[src/rtl/nibble_word_packer.sv]
`default_nettype none
//------------------------------------------------------------------------------
// Module      : nibble_word_packer
// Description : Packs shifter nibbles LSB-first into words, queued in a
//               2-entry FIFO; words arriving while it is full are dropped.
// Revision    : 1.0 - initial release
//------------------------------------------------------------------------------
module nibble_word_packer #(
    parameter int NIB_W  = 4,
    parameter int NIBS   = 4,
    parameter int DROP_W = 8
) (
    input  logic                   clk,
    input  logic                   rst,
    input  logic                   in_valid,
    input  logic [NIB_W-1:0]       in_data,
    input  logic                   flush,
    output logic                   out_valid,
    input  logic                   out_ready,
    output logic [NIB_W*NIBS-1:0]  out_data,
    output logic                   out_partial,
    output logic [1:0]             fill,
    output logic                   overflow,
    output logic [DROP_W-1:0]      drop_count
);

    localparam int c_WORD_W = NIB_W * NIBS;
    localparam int c_IDX_W  = (NIBS > 1) ? $clog2(NIBS) : 1;
    localparam logic [c_IDX_W-1:0] c_LAST_IDX = c_IDX_W'(NIBS - 1);

    localparam logic [1:0] c_ST_EMPTY = 2'd0;
    localparam logic [1:0] c_ST_ONE   = 2'd1;
    localparam logic [1:0] c_ST_FULL  = 2'd2;

    logic [c_WORD_W-1:0] r_acc;
    logic [c_IDX_W-1:0]  r_idx;

    logic [1:0]          r_state;
    logic                r_valid;
    logic [1:0]          r_fill;
    logic [c_WORD_W-1:0] r_head;
    logic                r_head_partial;
    logic [c_WORD_W-1:0] r_tail;
    logic                r_tail_partial;
    logic                r_overflow;
    logic [DROP_W-1:0]   r_drop_count;

    logic [c_WORD_W-1:0] w_acc_next;
    logic                w_complete;
    logic                w_push;
    logic                w_push_partial;
    logic                w_pop;
    logic                w_drop;

    // The incoming nibble lands in the slot selected by the current index.
    for (genvar k = 0; k < NIBS; k++) begin : g_slot
        assign w_acc_next[k*NIB_W +: NIB_W] =
            (in_valid && (r_idx == c_IDX_W'(k))) ? in_data : r_acc[k*NIB_W +: NIB_W];
    end

    assign w_complete     = in_valid && (r_idx == c_LAST_IDX);
    assign w_push         = w_complete || (flush && ((r_idx != '0) || in_valid));
    assign w_push_partial = !w_complete;
    assign w_pop          = r_valid && out_ready;
    assign w_drop         = w_push && !w_pop && (r_state == c_ST_FULL);

    always_ff @(posedge clk) begin
        if (rst) begin
            r_acc <= '0;
            r_idx <= '0;
        end else if (w_push) begin
            r_acc <= '0;
            r_idx <= '0;
        end else if (in_valid) begin
            r_acc <= w_acc_next;
            r_idx <= r_idx + 1'b1;
        end
    end

    // Head register drives the outputs directly; tail only holds the second entry.
    always_ff @(posedge clk) begin
        if (rst) begin
            r_state        <= c_ST_EMPTY;
            r_valid        <= 1'b0;
            r_fill         <= 2'd0;
            r_head         <= '0;
            r_head_partial <= 1'b0;
            r_tail         <= '0;
            r_tail_partial <= 1'b0;
        end else begin
            case (r_state)
                c_ST_EMPTY: begin
                    if (w_push) begin
                        r_head         <= w_acc_next;
                        r_head_partial <= w_push_partial;
                        r_state        <= c_ST_ONE;
                        r_valid        <= 1'b1;
                        r_fill         <= 2'd1;
                    end
                end
                c_ST_ONE: begin
                    case ({w_push, w_pop})
                        2'b10: begin
                            r_tail         <= w_acc_next;
                            r_tail_partial <= w_push_partial;
                            r_state        <= c_ST_FULL;
                            r_fill         <= 2'd2;
                        end
                        2'b01: begin
                            r_head         <= '0;
                            r_head_partial <= 1'b0;
                            r_state        <= c_ST_EMPTY;
                            r_valid        <= 1'b0;
                            r_fill         <= 2'd0;
                        end
                        2'b11: begin
                            r_head         <= w_acc_next;
                            r_head_partial <= w_push_partial;
                        end
                        default: ;
                    endcase
                end
                c_ST_FULL: begin
                    case ({w_push, w_pop})
                        2'b01: begin
                            r_head         <= r_tail;
                            r_head_partial <= r_tail_partial;
                            r_tail         <= '0;
                            r_tail_partial <= 1'b0;
                            r_state        <= c_ST_ONE;
                            r_fill         <= 2'd1;
                        end
                        2'b11: begin
                            r_head         <= r_tail;
                            r_head_partial <= r_tail_partial;
                            r_tail         <= w_acc_next;
                            r_tail_partial <= w_push_partial;
                        end
                        default: ;
                    endcase
                end
                default: begin
                    r_state        <= c_ST_EMPTY;
                    r_valid        <= 1'b0;
                    r_fill         <= 2'd0;
                    r_head         <= '0;
                    r_head_partial <= 1'b0;
                    r_tail         <= '0;
                    r_tail_partial <= 1'b0;
                end
            endcase
        end
    end

    always_ff @(posedge clk) begin
        if (rst) begin
            r_overflow   <= 1'b0;
            r_drop_count <= '0;
        end else if (w_drop) begin
            r_overflow <= 1'b1;
            if (r_drop_count != '1) begin
                r_drop_count <= r_drop_count + 1'b1;
            end
        end
    end

    assign out_valid   = r_valid;
    assign out_data    = r_head;
    assign out_partial = r_head_partial;
    assign fill        = r_fill;
    assign overflow    = r_overflow;
    assign drop_count  = r_drop_count;

endmodule
`default_nettype wire

[config.mk]
export PLATFORM = sky130hd
export DESIGN_NAME = nibble_word_packer
export DESIGN_NICKNAME = d
export VERILOG_FILES = /design/src/rtl/nibble_word_packer.sv
export SDC_FILE = /design/constraint.sdc
export NUM_CORES = 1
export LEC_CHECK = 0
export CAP_MARGIN = 20
export CORE_MARGIN = 2
export CORE_UTILIZATION = 58
export DETAILED_ROUTE_END_ITERATION = 6
export PLACE_DENSITY = 0.84
export SYNTH_ARGS = -nofsm -noshare
export SYNTH_HDL_FRONTEND = slang
export SYNTH_SLANG_ARGS = --single-unit
[constraint.sdc]
create_clock -name clk -period 3.93 [get_ports clk]
set_input_delay 0.786 -clock clk [delete_from_list [all_inputs] [get_ports clk]]
set_output_delay 0.786 -clock clk [all_outputs]
set_load 0.05 [all_outputs]
Word-level counts from Yosys, hierarchy flattened
Cells that the tools add are included.
{"block": "classes", "add_sub_neg": 2, "mux": 23, "eq_ne": 17, "bitwise": 2, "n_reduce_logical": 22}
{"cell": "16-bit case mux with 3 select lines", "n": 2}
{"cell": "16-bit 2-to-1 mux", "n": 3}
{"cell": "16-bit case mux with 2 select lines", "n": 1}
{"cell": "4-bit 2-to-1 mux", "n": 4}
{"cell": "3-bit AND reduction", "n": 4}
{"cell": "2-bit == test, second input constant", "n": 5}
{"cell": "1-bit case mux with 3 select lines", "n": 3}
{"cell": "8-bit by 1-bit adder with 8-bit output, second input constant", "n": 1}
{"cell": "1-bit logical AND", "n": 8}
{"cell": "2-bit != test, second input constant", "n": 4}
{"cell": "8-bit != test, second input constant", "n": 1}
{"cell": "2-bit by 1-bit == test with 1-bit output, second input constant", "n": 3}
{"cell": "3-bit != test, second input constant", "n": 2}
{"cell": "2-bit case mux with 3 select lines", "n": 1}
{"cell": "1-bit 2-to-1 mux", "n": 5}
{"cell": "2-bit logical NOT", "n": 2}
{"cell": "2-bit 2-to-1 mux", "n": 2}
{"cell": "2-bit case mux with 2 select lines", "n": 1}
{"cell": "2-bit OR reduction", "n": 2}
{"cell": "3-bit by 1-bit != test with 1-bit output, second input constant", "n": 1}
{"cell": "2-bit by 1-bit adder with 2-bit output, second input constant", "n": 1}
{"cell": "1-bit logical NOT", "n": 2}
{"cell": "1-bit logical OR", "n": 2}
{"cell": "2-bit by 1-bit != test with 1-bit output, second input constant", "n": 1}
{"cell": "other kinds (4)", "n": 5}
{"block": "word_totals", "output_inout_bits": 29, "reg_bits": 64, "inputBits": 9}

Logic depth before layout (Yosys ltp)
Gate-level depths: netlist of run 1.
{"block": "depth", "depth_word": 8, "mapped_depth": 12}

Worst setup path after synthesis of run 1
OpenSTA, ideal clock, no wires.
{"block": "synth_path", "kind": "in2reg", "from": "input in_valid", "to": "register r_tail[15]", "arrival_ns": 2.197, "slack_ns": 1.663, "path_stages": 11, "path_buffers": 3, "setup_time_ns": 0.071, "cell_sequence": "buf_6 > o21ai_4 > nand2_4 > inv_4 > ha_1 > nor3b_1 > a211o_1 > buf_2 > buf_2 > nand2_1 > a21oi_1"}
{"block": "synth_between", "elab_chain_cells": 6, "word_cells_on_any_way": 14}
{"element": "start: declaration", "line_no": "15", "source": "input logic in_valid,"}
{"element": "1-bit logical OR", "line_no": "62", "source": "assign w_push = w_complete || (flush && ((r_idx != '0) || in_valid));"}
{"element": "1-bit logical AND", "line_no": "62"}
{"element": "1-bit logical OR", "line_no": "62"}
{"element": "2-bit == test (tied with other cells)", "line_no": "124", "source": "case ({w_push, w_pop})"}
{"element": "16-bit case mux with 2 select lines (tied with other cells)", "line_no": "124"}
{"element": "16-bit case mux with 3 select lines or 3-bit AND reduction (tied branches)"}
{"element": "end signal: assignment", "line_no": "104", "source": "r_tail <= w_acc_next;"}
{"element": "end signal: assignment", "line_no": "136", "source": "r_tail <= w_acc_next;"}
{"element": "end: declaration", "line_no": "43", "source": "logic [c_WORD_W-1:0] r_tail;"}
Parallel ways exist; a longest one is shown, timed or not. The select of a mux whose other input is x is not followed.
A chain may end at the register's enable or synchronous reset.

Worst setup path after layout of run 1
{"block": "layout_path", "from": "input in_valid", "to": "register r_tail[8]"}
Same word-level chain as after synthesis.

==> results by group, run 1 <==
Pwr
  • Switching part of the total: 37.22%
  • Leakage: 1.365 nW
  • Max VDD drop: 0.0003078 V
  • Pwr dens: 543.3 nW/µm²
  • Combinational Power Share: 31.0%
  • Clock power share: 31.0%
  • Internal: 1.174 mW
  • Power share of the sequential group: 37.9%
  • Psw: 0.6964 mW

Worst hold path
  • Hold Path Class: register to register

Floorplanning
  • Initial Util: 60.03%
  • Die H: 73.92 µm
  • I/O pin total: 38
  • Rows: 25
  • Die width: 73.92 µm
  • Total core area: 4723 µm²
  • Die ar.: 5463 µm²

Global route
  • All-Layer GR Usage: 25.52%
  • First-pass GRT wire length: 10490 µm
  • Largest net degree at the start of global routing: 30
  • Vias in the first global route: 2177
  • Initial antenna violation count: 0
  • Global route overflow: 0

Critical path
  • Worst Setup End Kind: register
  • CP endpoint: r_tail[8]
  • Crit Path Class: primary input to register
  • R2r worst-path depth: 5
  • CP Launch Type: primary input
  • Critical Path Source: in_valid
  • Critical-path top delay cell: clkdlybuf4s50_1
  • Max Fanout on Critical Path: 17
  • CP max stage delay: 700 ps
  • Crit-path cells: clkdlybuf4s50_1, o21ai_4, nand2_4, inv_4, ha_1, nor3b_1, a211o_1, nand2_1, a21oi_1
  • WP data arrival: 3180 ps
  • FF-to-FF End: r_tail[8]
  • RR Startpoint: fill[1]
  • Critical Path RT: 4200 ps
  • R2R Setup Slk: 1340 ps

Job
  • Max cap viols: 0

Clock tree
  • Hold buffer count at cts: 0
  • Clock transition at path regs: 70 ps
  • CTS tree: built
  • H-Tree Depth: 3
  • Sink Count: 64
  • Postcts setup bufs: 0
  • CTS buffer count: 9
  • CTS Root Cell: clkbuf_8
  • Clock latency on the worst-skew pair: 350 ps
  • Post-CTS resize count: 0
  • Clock Path Buffers: 2

Finish
  • Layout cell share with drive strength beyond 1: 8.023%
  • Fill count: 342
  • Antenna Cells: 0
  • Layout net count: 365
  • Synth-to-layout area growth: 21.45%
  • Final std cells w/o fill: 416

Timing
  • Min cycle time layout: 2910 ps
  • Unrepaired setup endpoints after global routing: no
  • Max Freq: 0.3436 GHz
  • Setup violators final: 0
  • Setup slack after layout: 1020 ps
  • Least-Margin Pin Slew: 959.6 ps
  • Max Slew Vio Count: 0
  • Tcrit/Tclk final: 74.05%
  • Hold Fails Final Rpt: 0
  • Fin Setup TNS: 0 ps
  • Clk_skew: 9.584 ps
  • Slew Limit Headroom: 36.03%

Yosys
  • Post-synthesis sequential area ratio: 45.19%
  • Syn nets: 330
  • Synth top cells by count: dfxtp_1, nand2_1, nor2_1
  • Most common cell in the netlist: dfxtp_1
  • Post-synth top area share: 45.19%
  • Top_reg_cell synth: dfxtp_1
  • Mapped Area: 2835 µm²
  • Seq cells post-synth: 64
  • Avg Inst Size Synth: 9.175 µm²
  • Yosys top cell by area: dfxtp_1
  • Synth warnings: 0
  • Async SR Flop Fraction: 0%
  • Synth unique cells: 43
  • Post-synth EDFFs: 0
  • Post-Syn Instances: 309
  • Synth top area cells: dfxtp_1, mux2i_1, nand2_1

Route
  • Drt initial violations: 207
  • Average wire per standard cell: 15.43 µm
  • Via/cell ratio: 5.663
  • Drt pass-1 iters: 4
  • Detail Route Antenna Nets: 0
  • WL final: 6418 µm
  • Vias: 2356
  • DRC viols: 0

Status
  • Status: finished clean

Placed design
  • I/O Buffers: 37
  • Placed Instances: 399
  • Gpl congestion: 0.8152
  • Pre-CTS setup slack: 508.8 ps
  • Detailed Place HPWL: 4028 µm
worst max-delay path, delay by kind of cell:
| family | cells | cell delay (ps) |
|---|---|---|
| compound gates | 3 | 840 |
| buf+inv | 2 | 750 |
| simple gates | 3 | 590 |
| fa+ha+maj | 1 | 210 |
metrics by stage:
| step | power [mW] | utilization (%) | area (µm²) | hold WS [ps] |
|---|---|---|---|---|
| 5_1_grt | 1.958 | 72.90 | 3443 | 467.2 |
| 3_3_place_gp | 1.284 | 68.29 | 3226 | 438.3 |
| 2_1_floorplan | 1.139 | - | 2835 | 432.2 |
| 6_report | 1.871 | 72.90 | 3443 | 453.2 |
| 4_1_cts | 1.865 | 72.66 | 3432 | 455.2 |
| 3_5_place_dp | 1.284 | 68.29 | 3226 | 445.1 |
power groups by stage:
stage	Sequential, mW	Clock (mW)	Combinational (mW)
6_report	0.709	0.581	0.581
5_1_grt	0.714	0.618	0.627
4_1_cts	0.709	0.589	0.567
3_5_place_dp	0.723	0	0.560
3_3_place_gp	0.722	0	0.562
2_1_floorplan	0.814	0	0.324
final cells by class:
cell class	count	area [µm²]	share of cell area, %
well taps	67	83.83	2.435
multi-input cells	216	1416	41.13
inverters	11	43.79	1.272
clock buffers	10	137.6	3.997
repair buffers	42	411.6	11.95
flip-flops and latches	64	1281	37.21
clock inverters	6	68.82	1.999
flip-flops by register name (all words and copies together) (netlist names), 2 cells and up:
name	cells
r_tail	16
r_acc	16
r_idx	2
fill	2
out_data	16
drop_count	8
per-layer routing:
layer  GRT usage [%]  share of wire (%)  up-vias
met2           38.99                 46       72
met4           12.73                2.5        0
met3           6.310                5.8       14
met1           33.65                 46     1126
li1                -                  -     1144
met5               0                  0        -
placed cells by master, fill, tap and decap left out, types with 2 or more instances in the layout:
cell type / instances
ha_1: 12
nor2_1: 27
nand2_1: 44
a21oi_1: 24
nand3_1: 5
xor2_1: 3
or4_1: 2
mux2i_1: 20
clkinv_4: 3
o211ai_1: 2
nor3_1: 2
clkbuf_8: 10
clkdlybuf4s50_1: 37
o21ai_0: 18
nand3b_1: 16
inv_1: 10
a22o_1: 17
buf_4: 4
nor2b_1: 3
dfxtp_1: 64
a211oi_1: 2
worst min-delay path by stage:
| stage | end | from | cells after the start | slack [ps] |
|---|---|---|---|---|
| global route | r_tail[0] | r_tail[0] | 2 | 470 |
| CTS | r_tail[1] | r_tail[1] | 2 | 460 |
| detailed placement | r_tail[0] | r_tail[0] | 2 | 450 |
| global placement | r_tail[13] | r_tail[13] | 2 | 440 |
| floorplan | r_tail[0] | r_tail[0] | 2 | 430 |
| finish | r_tail[1] | r_tail[1] | 2 | 450 |
cell families after synthesis:
family / after synthesis / synth area share (%)
AND/OR/NAND/NOR: 107 / 18.40
AO/OA/AOI/OAI: 73 / 17.96
flip-flops: 64 / 45.19
buffers and inverters: 29 / 4.855
multiplexers: 20 / 7.061
adder cells (fa/ha/maj): 12 / 5.296
XOR/XNOR: 4 / 1.236
Power figures use the tool's default switching activity.
==> run 2, diff against run 1 <==
--- a/config.mk
+++ b/config.mk
@@ -7,9 +7,9 @@
 export LEC_CHECK = 0
 export CAP_MARGIN = 20
 export CORE_MARGIN = 2
-export CORE_UTILIZATION = 58
+export CORE_UTILIZATION = 49
 export DETAILED_ROUTE_END_ITERATION = 6
-export PLACE_DENSITY = 0.84
+export PLACE_DENSITY = 0.75
 export SYNTH_ARGS = -nofsm -noshare
 export SYNTH_HDL_FRONTEND = slang
 export SYNTH_SLANG_ARGS = --single-unit
==> constraint.sdc (replaced) <==
create_clock -name clk -period 2.3 [get_ports clk]
set_input_delay 0.46 -clock clk [delete_from_list [all_inputs] [get_ports clk]]
set_output_delay 0.46 -clock clk [all_outputs]
set_load 0.05 [all_outputs]
==> run 2 against run 1 <==
Against the previous run:
- die area up 17%
- setup slack worse by 870 ps
- cell area up 7.2%
- register-to-register slack worse by 1200 ps
- combinational power up 100%
- count of clock-buffer cells in the layout up 2
- clock power up 86%
- cell count up 7.0%
- sequential power up 71%
- flip-flop and latch count unchanged
- critical path type is now register to register
- highest routed layer unchanged
==> results by group, run 2 (synthesized netlist as in run 1, its figures left out) <==
Clock tree
  • CTS Root Cell: clkbuf_8
  • Clock latency on the worst-skew pair: 340 ps
  • Clock Path Buffers: 2
  • CTS buffer count: 9
  • H-Tree Depth: 3
  • CTS tree: built
  • Sink Count: 64
  • Clock transition at path regs: 70 ps

Critical path
  • Max Fanout on Critical Path: 4
  • Worst Setup End Kind: register
  • Critical Path Source: r_idx[0]
  • Stages on worst setup path: 10
  • Critical Path RT: 2590 ps
  • Cell family with most CP delay: simple AND/OR/NAND/NOR gates
  • Crit Path Class: register to register
  • Crit-path cells: inv_1, ha_1, nand2b_4, nand2_4, ha_1, buf_4, nand2_1, o21bai_1, or4_1, nand2_1
  • WP data arrival: 2440 ps
  • Critical path buffer and inverter count: 2
  • RR Startpoint: r_idx[0]
  • R2r worst-path depth: 10
  • Critical-path top delay cell: or4_1
  • CP max stage delay: 480 ps
  • CP Launch Type: register

Timing
  • Max Slew Vio Count: 0
  • Hold_ws: 451.4 ps
  • Max Freq: 0.4645 GHz
  • Hold Fails Final Rpt: 0
  • Tcrit/Tclk final: 93.59%
  • Setup violators final: 0
  • Slew Limit Headroom: 40.89%
  • Unrepaired setup endpoints after global routing: no
  • Min cycle time layout: 2153 ps
  • Fin Setup TNS: 0 ps
  • Clk_skew: 6.887 ps
  • Least-Margin Pin Slew: 881.4 ps

Route
  • Drt pass-1 iters: 4
  • Via/cell ratio: 5.371
  • Vias: 2390
  • Detail Route Antenna Nets: 0
  • DRC viols: 0
  • Drt initial violations: 134
  • WL final: 6486 µm
  • Average wire per standard cell: 14.58 µm

Floorplanning
  • Rows: 27
  • Die ar.: 6410 µm²
  • Die width: 80.07 µm
  • Total core area: 5540 µm²
  • Initial Util: 51.17%
  • I/O pin total: 38
  • Die H: 80.07 µm

Pwr
  • Leakage: 1.505 nW
  • Pwr dens: 936.9 nW/µm²
  • Max VDD drop: 0.0005005 V

Placed design
  • Detailed Place HPWL: 4251 µm
  • Placed Instances: 427
  • I/O Buffers: 37
  • Gpl congestion: 0.8415

Global route
  • Initial antenna violation count: 0
  • First-pass GRT wire length: 10900 µm
  • Global route overflow: 0
  • Largest net degree at the start of global routing: 30
  • All-Layer GR Usage: 22.08%
  • Vias in the first global route: 2342

Worst hold path
  • Worst hold path depth: 2
  • Worst Hold Launch: r_tail_partial
  • Hold Path Class: register to register

Finish
  • Layout cell share with drive strength beyond 1: 14.48%
  • Register Area: 1282 µm²
  • Multi-input gate area: 1441 µm²
  • Layout net count: 389
  • Most common cell after layout, fill and taps aside: dfxtp_1
  • Antenna Cells: 0
  • Most frequent cells in the layout: dfxtp_1, nand2_1, clkdlybuf4s50_1
  • Synth-to-layout area growth: 30.23%
  • Final Util: 66.64%
  • Fill count: 476
  • Final std cells w/o fill: 445

Job
  • Max cap viols: 0

Status
  • Status: finished clean
[run 2: worst paths after layout]
check	end	slack, ps
max reg2reg	drop_count[4]	150
max	drop_count[4]	150
min	r_tail_partial	450
min reg2reg	r_tail_partial	450
[run 2: through the flow]
| step | instance area, µm² | total power, mW | setup WS (ps) |
|---|---|---|---|
| 2_1_floorplan | 2835 | 1.946 | 78.85 |
| 3_3_place_gp | 3430 | 2.334 | -445.2 |
| 3_5_place_dp | 3430 | 2.348 | -531.8 |
| 4_1_cts | 3674 | 3.466 | 3.435 |
| 5_1_grt | 3692 | 3.629 | 41.24 |
| 6_report | 3692 | 3.459 | 147.3 |
[run 2: final cells by class]
cell class              instances  area share, %
clock buffers                  12          3.931
clock inverters                 4          2.067
inverters                      11          1.186
multi-input cells             216          39.04
flip-flops and latches         64          34.73
well taps                      72          2.440
repair buffers                 66          16.60
[run 2: power by group]
part	switching (mW)	internal [mW]	leakage [nW]	total, mW
registers	0.0371	1.17	0.518	1.21
clock network	0.433	0.644	0.107	1.08
logic	0.738	0.440	0.880	1.18
[run 2: timing repair]
| item | in CTS | in global routing |
|---|---|---|
| pin swaps | 1 | 0 |
| hold buffers | 0 | 0 |
| setup buffers | 2 | 0 |
| hold endpoints to repair | 0 | 0 |
| endpoints found under the setup margin | 17 | 20 |
| resized for setup | 1 | 4 |
[run 2: metal layers]
layer | GRT usage [%] | up-vias | routed length (µm)
met5 | 0 | - | 0
met4 | 11.19 | 0 | 126
met3 | 4.382 | 12 | 261
met2 | 35.58 | 58 | 3056
met1 | 28.00 | 1130 | 3042
li1 | - | 1190 | -
[run 2: worst reg2reg max path: cells and delay by family, from the launching register on]
family	cells	cell delay [ps]
flip-flops	1	360
AND/OR/NAND/NOR	5	870
AO/OA/AOI/OAI	1	210
adder cells (fa/ha/maj)	2	420
buffers and inverters	2	230
==> run 3, diff against run 2 <==
--- a/config.mk
+++ b/config.mk
@@ -10,6 +10,7 @@
 export CORE_UTILIZATION = 49
 export DETAILED_ROUTE_END_ITERATION = 6
 export PLACE_DENSITY = 0.75
+export RECOVER_POWER = 100
 export SYNTH_ARGS = -nofsm -noshare
 export SYNTH_HDL_FRONTEND = slang
 export SYNTH_SLANG_ARGS = --single-unit
==> run 3 against run 2 <==
Against the previous run:
- clock power about the same
- clock skew about the same
- utilization fell by 0.72 points
- critical path depth rose by 1
- cell area is 1.1% lower
- register-to-register slack lost 20 ps
- critical path type unchanged
- critical endpoint is now r_tail[7]
- highest routed layer unchanged
==> results by group, run 3 (synthesized netlist as in run 1, its figures left out) <==
Pwr
  • Leakage: 1.581 nW
  • Power share of the sequential group: 35.5%
  • Max VDD drop: 0.0005024 V
  • Psw: 1.198 mW
  • Combinational Power Share: 32.8%
  • Total chip power: 3.393 mW
  • Pwr dens: 929.1 nW/µm²
  • Clock power share: 31.8%
  • Internal: 2.195 mW
  • Switching part of the total: 35.31%

Route
  • Drt initial violations: 96
  • DRC viols: 0
  • Average wire per standard cell: 14.62 µm
  • Via/cell ratio: 5.366
  • Vias: 2388
  • Detail Route Antenna Nets: 0
  • Drt pass-1 iters: 4
  • WL final: 6507 µm

Critical path
  • RR Startpoint: r_idx[0]
  • WP data arrival: 2450 ps
  • Max Fanout on Critical Path: 17
  • Worst Setup End Kind: register
  • CP Launch Type: register
  • R2r worst-path depth: 11
  • Crit Path Class: register to register
  • R2R Setup Slk: 130 ps
  • CP max stage delay: 360 ps
  • Critical-path top delay cell: dfxtp_1
  • Crit-path cells: inv_1, ha_1, nand2b_4, nand2_4, inv_1, ha_1, nor3b_2, a211o_1, clkbuf_4, nand2_1, a21oi_1
  • Critical Path Source: r_idx[0]
  • Critical Path RT: 2580 ps

Timing
  • Setup violators final: 0
  • Min cycle time layout: 2173 ps
  • Clk_skew: 6.736 ps
  • Slew Limit Headroom: 40.67%
  • Fin Setup TNS: 0 ps
  • Least-Margin Pin Slew: 884.6 ps
  • Max Freq: 0.4601 GHz
  • Max Slew Vio Count: 0
  • Unrepaired setup endpoints after global routing: no
  • Hold Fails Final Rpt: 0
  • Tcrit/Tclk final: 94.50%

Clock tree
  • H-Tree Depth: 3
  • CTS Root Cell: clkbuf_8
  • Clock latency on the worst-skew pair: 350 ps
  • CTS tree: built
  • CTS buffer count: 9
  • Hold buffer count at cts: 0
  • Clock transition at path regs: 70 ps
  • Sink Count: 64
  • Clock Path Buffers: 2

Job
  • Max cap viols: 0

Placed design
  • I/O Buffers: 37
  • Placed Instances: 427
  • Detailed Place HPWL: 4251 µm
  • Gpl congestion: 0.8415

Finish
  • Most frequent cells in the layout: dfxtp_1, nand2_1, dlygate4sd3_1
  • Final Util: 65.92%
  • Layout net count: 389
  • Synth-to-layout area growth: 28.82%
  • Multi-input gate area: 1431 µm²
  • Antenna Cells: 0
  • Final std cells w/o fill: 445
  • Most common cell after layout, fill and taps aside: dfxtp_1
  • Layout cell share with drive strength beyond 1: 12.60%
  • Fill count: 487
  • Register Area: 1282 µm²

Floorplanning
  • Die H: 80.07 µm
  • Die ar.: 6410 µm²
  • Initial Util: 51.17%
  • Total core area: 5540 µm²
  • I/O pin total: 38
  • Rows: 27
  • Die width: 80.07 µm

Global route
  • Largest net degree at the start of global routing: 30
  • All-Layer GR Usage: 22.08%
  • Global route overflow: 0
  • First-pass GRT wire length: 10900 µm
  • Initial antenna violation count: 0
  • Vias in the first global route: 2342

Status
  • Status: finished clean

Worst hold path
  • Hold Path Class: register to register
  • Worst hold path depth: 2
  • Worst Hold Launch: r_tail_partial
run 3: cell types whose count changed in the layout (fill, tap and decap cells not counted), sizes merged:
cell	delta
buf	-9
clkbuf	+9
clkdlybuf4s50	-29
dlygate4sd3	+29
run 3: per-layer routing:
layer	vias up	share of wire [%]	track usage (%)
li1	1193	-	-
met1	1121	46	28.00
met2	59	47	35.58
met3	15	4.7	4.382
met4	0	2.2	11.19
met5	-	0	0
run 3: area by class of cell:
type / instances / area share (%)
timing repair buffer: 66 / 16.03
clock inverter: 4 / 2.090
sequential: 64 / 35.11
multi-input combinational: 216 / 39.19
clock buffer: 12 / 3.974
tap: 72 / 2.467
inverter: 11 / 1.131
run 3: worst paths after layout:
path                         end
hold reg to reg   r_tail_partial
hold / removal    r_tail_partial
setup / recovery       r_tail[7]
setup reg to reg       r_tail[7]
run 3: stage by stage:
| step | hold WS (ps) | area [µm²] | worst slack [ps] |
|---|---|---|---|
| detailed placement | 443.7 | 3430 | -531.8 |
| global placement | 438.2 | 3430 | -445.2 |
| finish | 452.3 | 3652 | 126.6 |
| CTS | 454.2 | 3674 | 3.435 |
| global route | 477.1 | 3652 | 13.31 |
| floorplan | 432.2 | 2835 | 78.85 |
run 3: power by group through the flow:
stage	clock network, mW	registers (mW)	logic [mW]
final	1.08	1.20	1.11
after global routing	1.15	1.21	1.20
after CTS	1.09	1.21	1.17
after detailed placement	0	1.23	1.12
after global placement	0	1.23	1.11
after floorplan	0	1.39	0.554
run 3: worst max-delay path: cells and delay by family (launching register included):
kind            cells  cell delay, ps
flops               1             360
buf+inv             3             410
simple gates        4             610
fa+ha+maj           2             440
compound gates      2             300
run 3: what timing repair did:
action | CTS | global route
endpoints found under the hold margin | 0 | 0
buffers inserted | 2 | 0
endpoints found under the setup margin | 17 | 20
gates resized for setup | 1 | 4
pin swaps | 1 | 0
==> patch 1 (flow settings as in run 2) <==
Set the parameter `DROP_W` to 6 (it was 8).
--- a/src/rtl/nibble_word_packer.sv
+++ b/src/rtl/nibble_word_packer.sv
@@ -8,7 +8,7 @@
 module nibble_word_packer #(
     parameter int NIB_W  = 4,
     parameter int NIBS   = 4,
-    parameter int DROP_W = 8
+    parameter int DROP_W = 6
 ) (
     input  logic                   clk,
     input  logic                   rst,
Ports: changed (resized drop_count); port bits go from 38 to 36. No check against the original RTL was run, so the function may have changed too.
==> patch 1 against run 2 <==
Global-route usage shrank 1.1 points. Combinational power decreased by 5%. Design area down 8.5%. Wire length fell by 7.1%. Sequential cell count down 2. Total power shrank 6.2%. Worst setup slack improved by 0.0071 ns. Highest routed layer unchanged. Clock skew is 0.0090 ns higher. Critical endpoint is now r_tail[0]. Synthesized area down 4.1%.
==> patch 1: results (changes against run 2) <==
Post-synth top cells=dfxtp_1, nand2_1, nor2_1 (unchanged); synth top area cells=dfxtp_1, mux2i_1, nand2_1, ha_1, a22o_1 (unchanged); crit path DAT=2.40 ns (was 2.44 ns); Slew Limit Fails=0 (unchanged); CTS Buf Count=9 (unchanged); layout cell share with drive strength beyond 1=0.109 (was 0.145); switch share=0.372 (was 0.349); final net count=357 (was 389); Post-Synthesis Cells=295 (was 309); starting DRC count in detailed routing=167 (was 134); Critical Path Fanout Max=17 (was 4); first-pass GRT wire length=10,100 µm (was 10,900 µm); Inst Count DP=397 (was 427); Max Root-Sink Buffers=2 (unchanged); Leak=1.36 nW (was 1.50 nW); Worst-path clk slew=0.07 ns (about the same); CP delay by family, top=simple AND/OR/NAND/NOR gates (unchanged); status=completed (unchanged); initial antenna violation count=0 (unchanged); root buffer cell=clkbuf_8 (unchanged); HPWL Detailed=3930 µm (was 4250 µm); HP Class=reg -> reg (unchanged); Final Core Density=0.621 (was 0.666); RePlAce Congestion=0.772 (was 0.842); fillers=478 (was 476); port buffer count=35 (was 37); post-synthesis sequential area ratio=0.457 (was 0.452); placed instance area=3170 µm² (was 3430 µm²); synth unique cells=37 (was 43); total number of vias=2,226 (was 2,390); syn nets=316 (was 330); vias in the first global route=2,074 (was 2,342); Peak VDD IR=0.503 mV (was 0.501 mV); max incr delay on CP=0.38 ns (was 0.48 ns); pre-CTS setup slack=-0.103 ns (was -0.532 ns); gr usage total=0.210 (was 0.221); CP max stage cell=dfxtp_1 (was or4_1); worst slew pin tran=0.694 ns (was 0.881 ns); pin count of the biggest net entering global routing=24 (was 30); first drt pass iteration count=4 (unchanged); DR WL/cell=14.6 µm (about the same); final wirelength=6030 µm (was 6490 µm); clock skew=0.0159 ns (was 0.00689 ns)
## patch 1: cell count changes after synthesis, sizes merged, moves of 2 or more
cell and delta:
buf +4, clkbuf -3, dfxtp -2, inv -4, nand2 -4, nand3 -3, nor2 +2, o2111ai +2
or4 -2
## patch 1: cell type report
cell class	count	share of cell area
well taps	72	0.0267
clock inverters	7	0.0215
clock buffers	9	0.0367
multi-input cells	207	0.397
flip-flops and latches	62	0.368
repair buffers	49	0.142
inverters	7	0.00778
## patch 1: kinds of logic after synthesis
group	Yosys count	synth area share
DFF	62	0.457
AOI/OAI and AO/OA	69	0.172
muxes	19	0.0700
xor gates and xnor gates	5	0.0161
and+or+nand+nor	102	0.179
buffers and inverters	26	0.0516
adders and majority gates	12	0.0552
## patch 1: power by group through the flow
| stage | logic (mW) | clock network, mW | registers, mW |
|---|---|---|---|
| floorplan | 0.611 | 0 | 1.35 |
| global placement | 1.11 | 0 | 1.20 |
| detailed placement | 1.11 | 0 | 1.20 |
| CTS | 1.12 | 0.961 | 1.18 |
| global route | 1.20 | 1.01 | 1.19 |
| finish | 1.12 | 0.944 | 1.18 |
## patch 1: what timing repair did
item | in CTS | in global routing
setup buffers | 0 | 0
setup endpoints to repair | 0 | 11
gates resized for setup | 0 | 2
## patch 1: worst paths after layout
kind,startpoint,to,slack (ns),cells past startpoint
setup / recovery,r_idx[1],r_tail[0],0.15,11
hold / removal,r_tail[1],r_tail[1],0.45,2
setup reg to reg,r_idx[1],r_tail[0],0.15,11
hold reg to reg,r_tail[1],r_tail[1],0.45,2
## patch 1: per-layer routing
layer	global-route usage	up-vias	wire length, µm
met2	0.322	44	2850
met5	0	-	0
met3	0.0598	8	243
li1	-	1099	-
met4	0.0754	0	62
met1	0.282	1075	2870
==> patch 2 (flow settings as in run 2) <==
Without the edit above. Register the output `drop_count` once more, without a reset; this adds one clock of latency there. The other outputs are not delayed to match.
--- a/src/rtl/nibble_word_packer.sv
+++ b/src/rtl/nibble_word_packer.sv
@@ -169,7 +169,9 @@
     assign out_partial = r_head_partial;
     assign fill        = r_fill;
     assign overflow    = r_overflow;
-    assign drop_count  = r_drop_count;
+    always_ff @(posedge clk) begin
+        drop_count <= r_drop_count;
+    end
 
 endmodule
 `default_nettype wire
Check against the original RTL: not equivalent (Yosys sat finds a counterexample within 4 cycles, from zero or initial values and one cycle with rst high).
==> patch 2 against run 2 <==
Register-to-register slack improved by 0.04 ns. Design area rose by 0.54%. Sequential power rose by 12%. Synthesized area rose by 6.4%. Sequential cell count rose by 8. Combinational power fell by 8%. Worst setup slack improved by 0.033 ns. Non-clock buffer count fell by 12. Total power fell by 0.53%. Synthesized cell count rose by 3.9%. Critical endpoint is now r_tail[12]. Wire length rose by 0.45%. Maximum frequency rose by 1.6%. Via count rose by 0.84%. Largest power group unchanged. First-iteration DRC count rose by 19%.
==> patch 2: results (changes against run 2) <==
status=completed (unchanged); clock sinks=72 (was 64); HPWL Detailed=4290 µm (was 4250 µm); vias in the first global route=2,218 (was 2,342); post-CTS sizing=0 (was 1); Setup CP Type=in -> reg (was reg -> reg); layout cell share with drive strength beyond 1=0.113 (was 0.145); Leak=1.47 nW (was 1.50 nW); hold_sp=r_drop_count[5] (was r_tail_partial); crit path DAT=2.39 ns (was 2.44 ns); FF-to-FF path depth=11 (was 10); Critical Path Fanout Max=17 (was 4); syn nets=342 (was 330); Multi-input gate area=1420 µm² (was 1440 µm²); max incr delay on CP=0.45 ns (was 0.48 ns); inverters=9 (was 11); clock skew=0.00912 ns (was 0.00689 ns); final wirelength=6520 µm (was 6490 µm); bufs w/o clock=54 (was 66); starting DRC count in detailed routing=159 (was 134); count of multi-input gates=220 (was 216); final net count=387 (was 389); DR WL/cell=14.6 µm (about the same); post-synthesis sequential area ratio=0.478 (was 0.452); CP max stage cell=clkdlybuf4s50_1 (was or4_1); synth top area cells=dfxtp_1, mux2i_1, nand2_1, ha_1, a22o_1 (unchanged); r2r endpoint=r_tail[12] (was drop_count[4]); first-pass GRT wire length=10,500 µm (was 10,900 µm); fillers=498 (was 476); Peak VDD IR=0.605 mV (was 0.501 mV); syn avg cell area=9.39 µm² (was 9.18 µm²); Final Cell Area=3710 µm² (was 3690 µm²); drt via density=5.40 (was 5.37); Int Pwr=2.21 mW (was 2.25 mW); Post-synth top cells=dfxtp_1, nand2_1, nor2_1 (unchanged)
patch 2: kinds of logic after synthesis:
| logic type | synth area share |
|---|---|
| AO/OA/AOI/OAI | 0.157 |
| XOR/XNOR | 0.00872 |
| adder cells (fa/ha/maj) | 0.0498 |
| buffers and inverters | 0.0519 |
| flip-flops | 0.478 |
| multiplexers | 0.0664 |
| AND/OR/NAND/NOR | 0.188 |
patch 2: layer usage:
metal | routed length, µm | track usage
met1 | 3010 | 0.271
met2 | 3110 | 0.323
met3 | 335 | 0.0435
met4 | 59 | 0.0983
met5 | 0 | 0
patch 2: power by group through the flow:
stage                     Sequential (mW)  Clock, mW  Combinational, mW
after floorplan                      1.53          0              0.583
after detailed placement             1.38          0               1.08
after global placement               1.38          0               1.07
final                                1.35       1.00               1.09
after CTS                            1.35       1.02               1.09
after global routing                 1.36       1.08               1.17
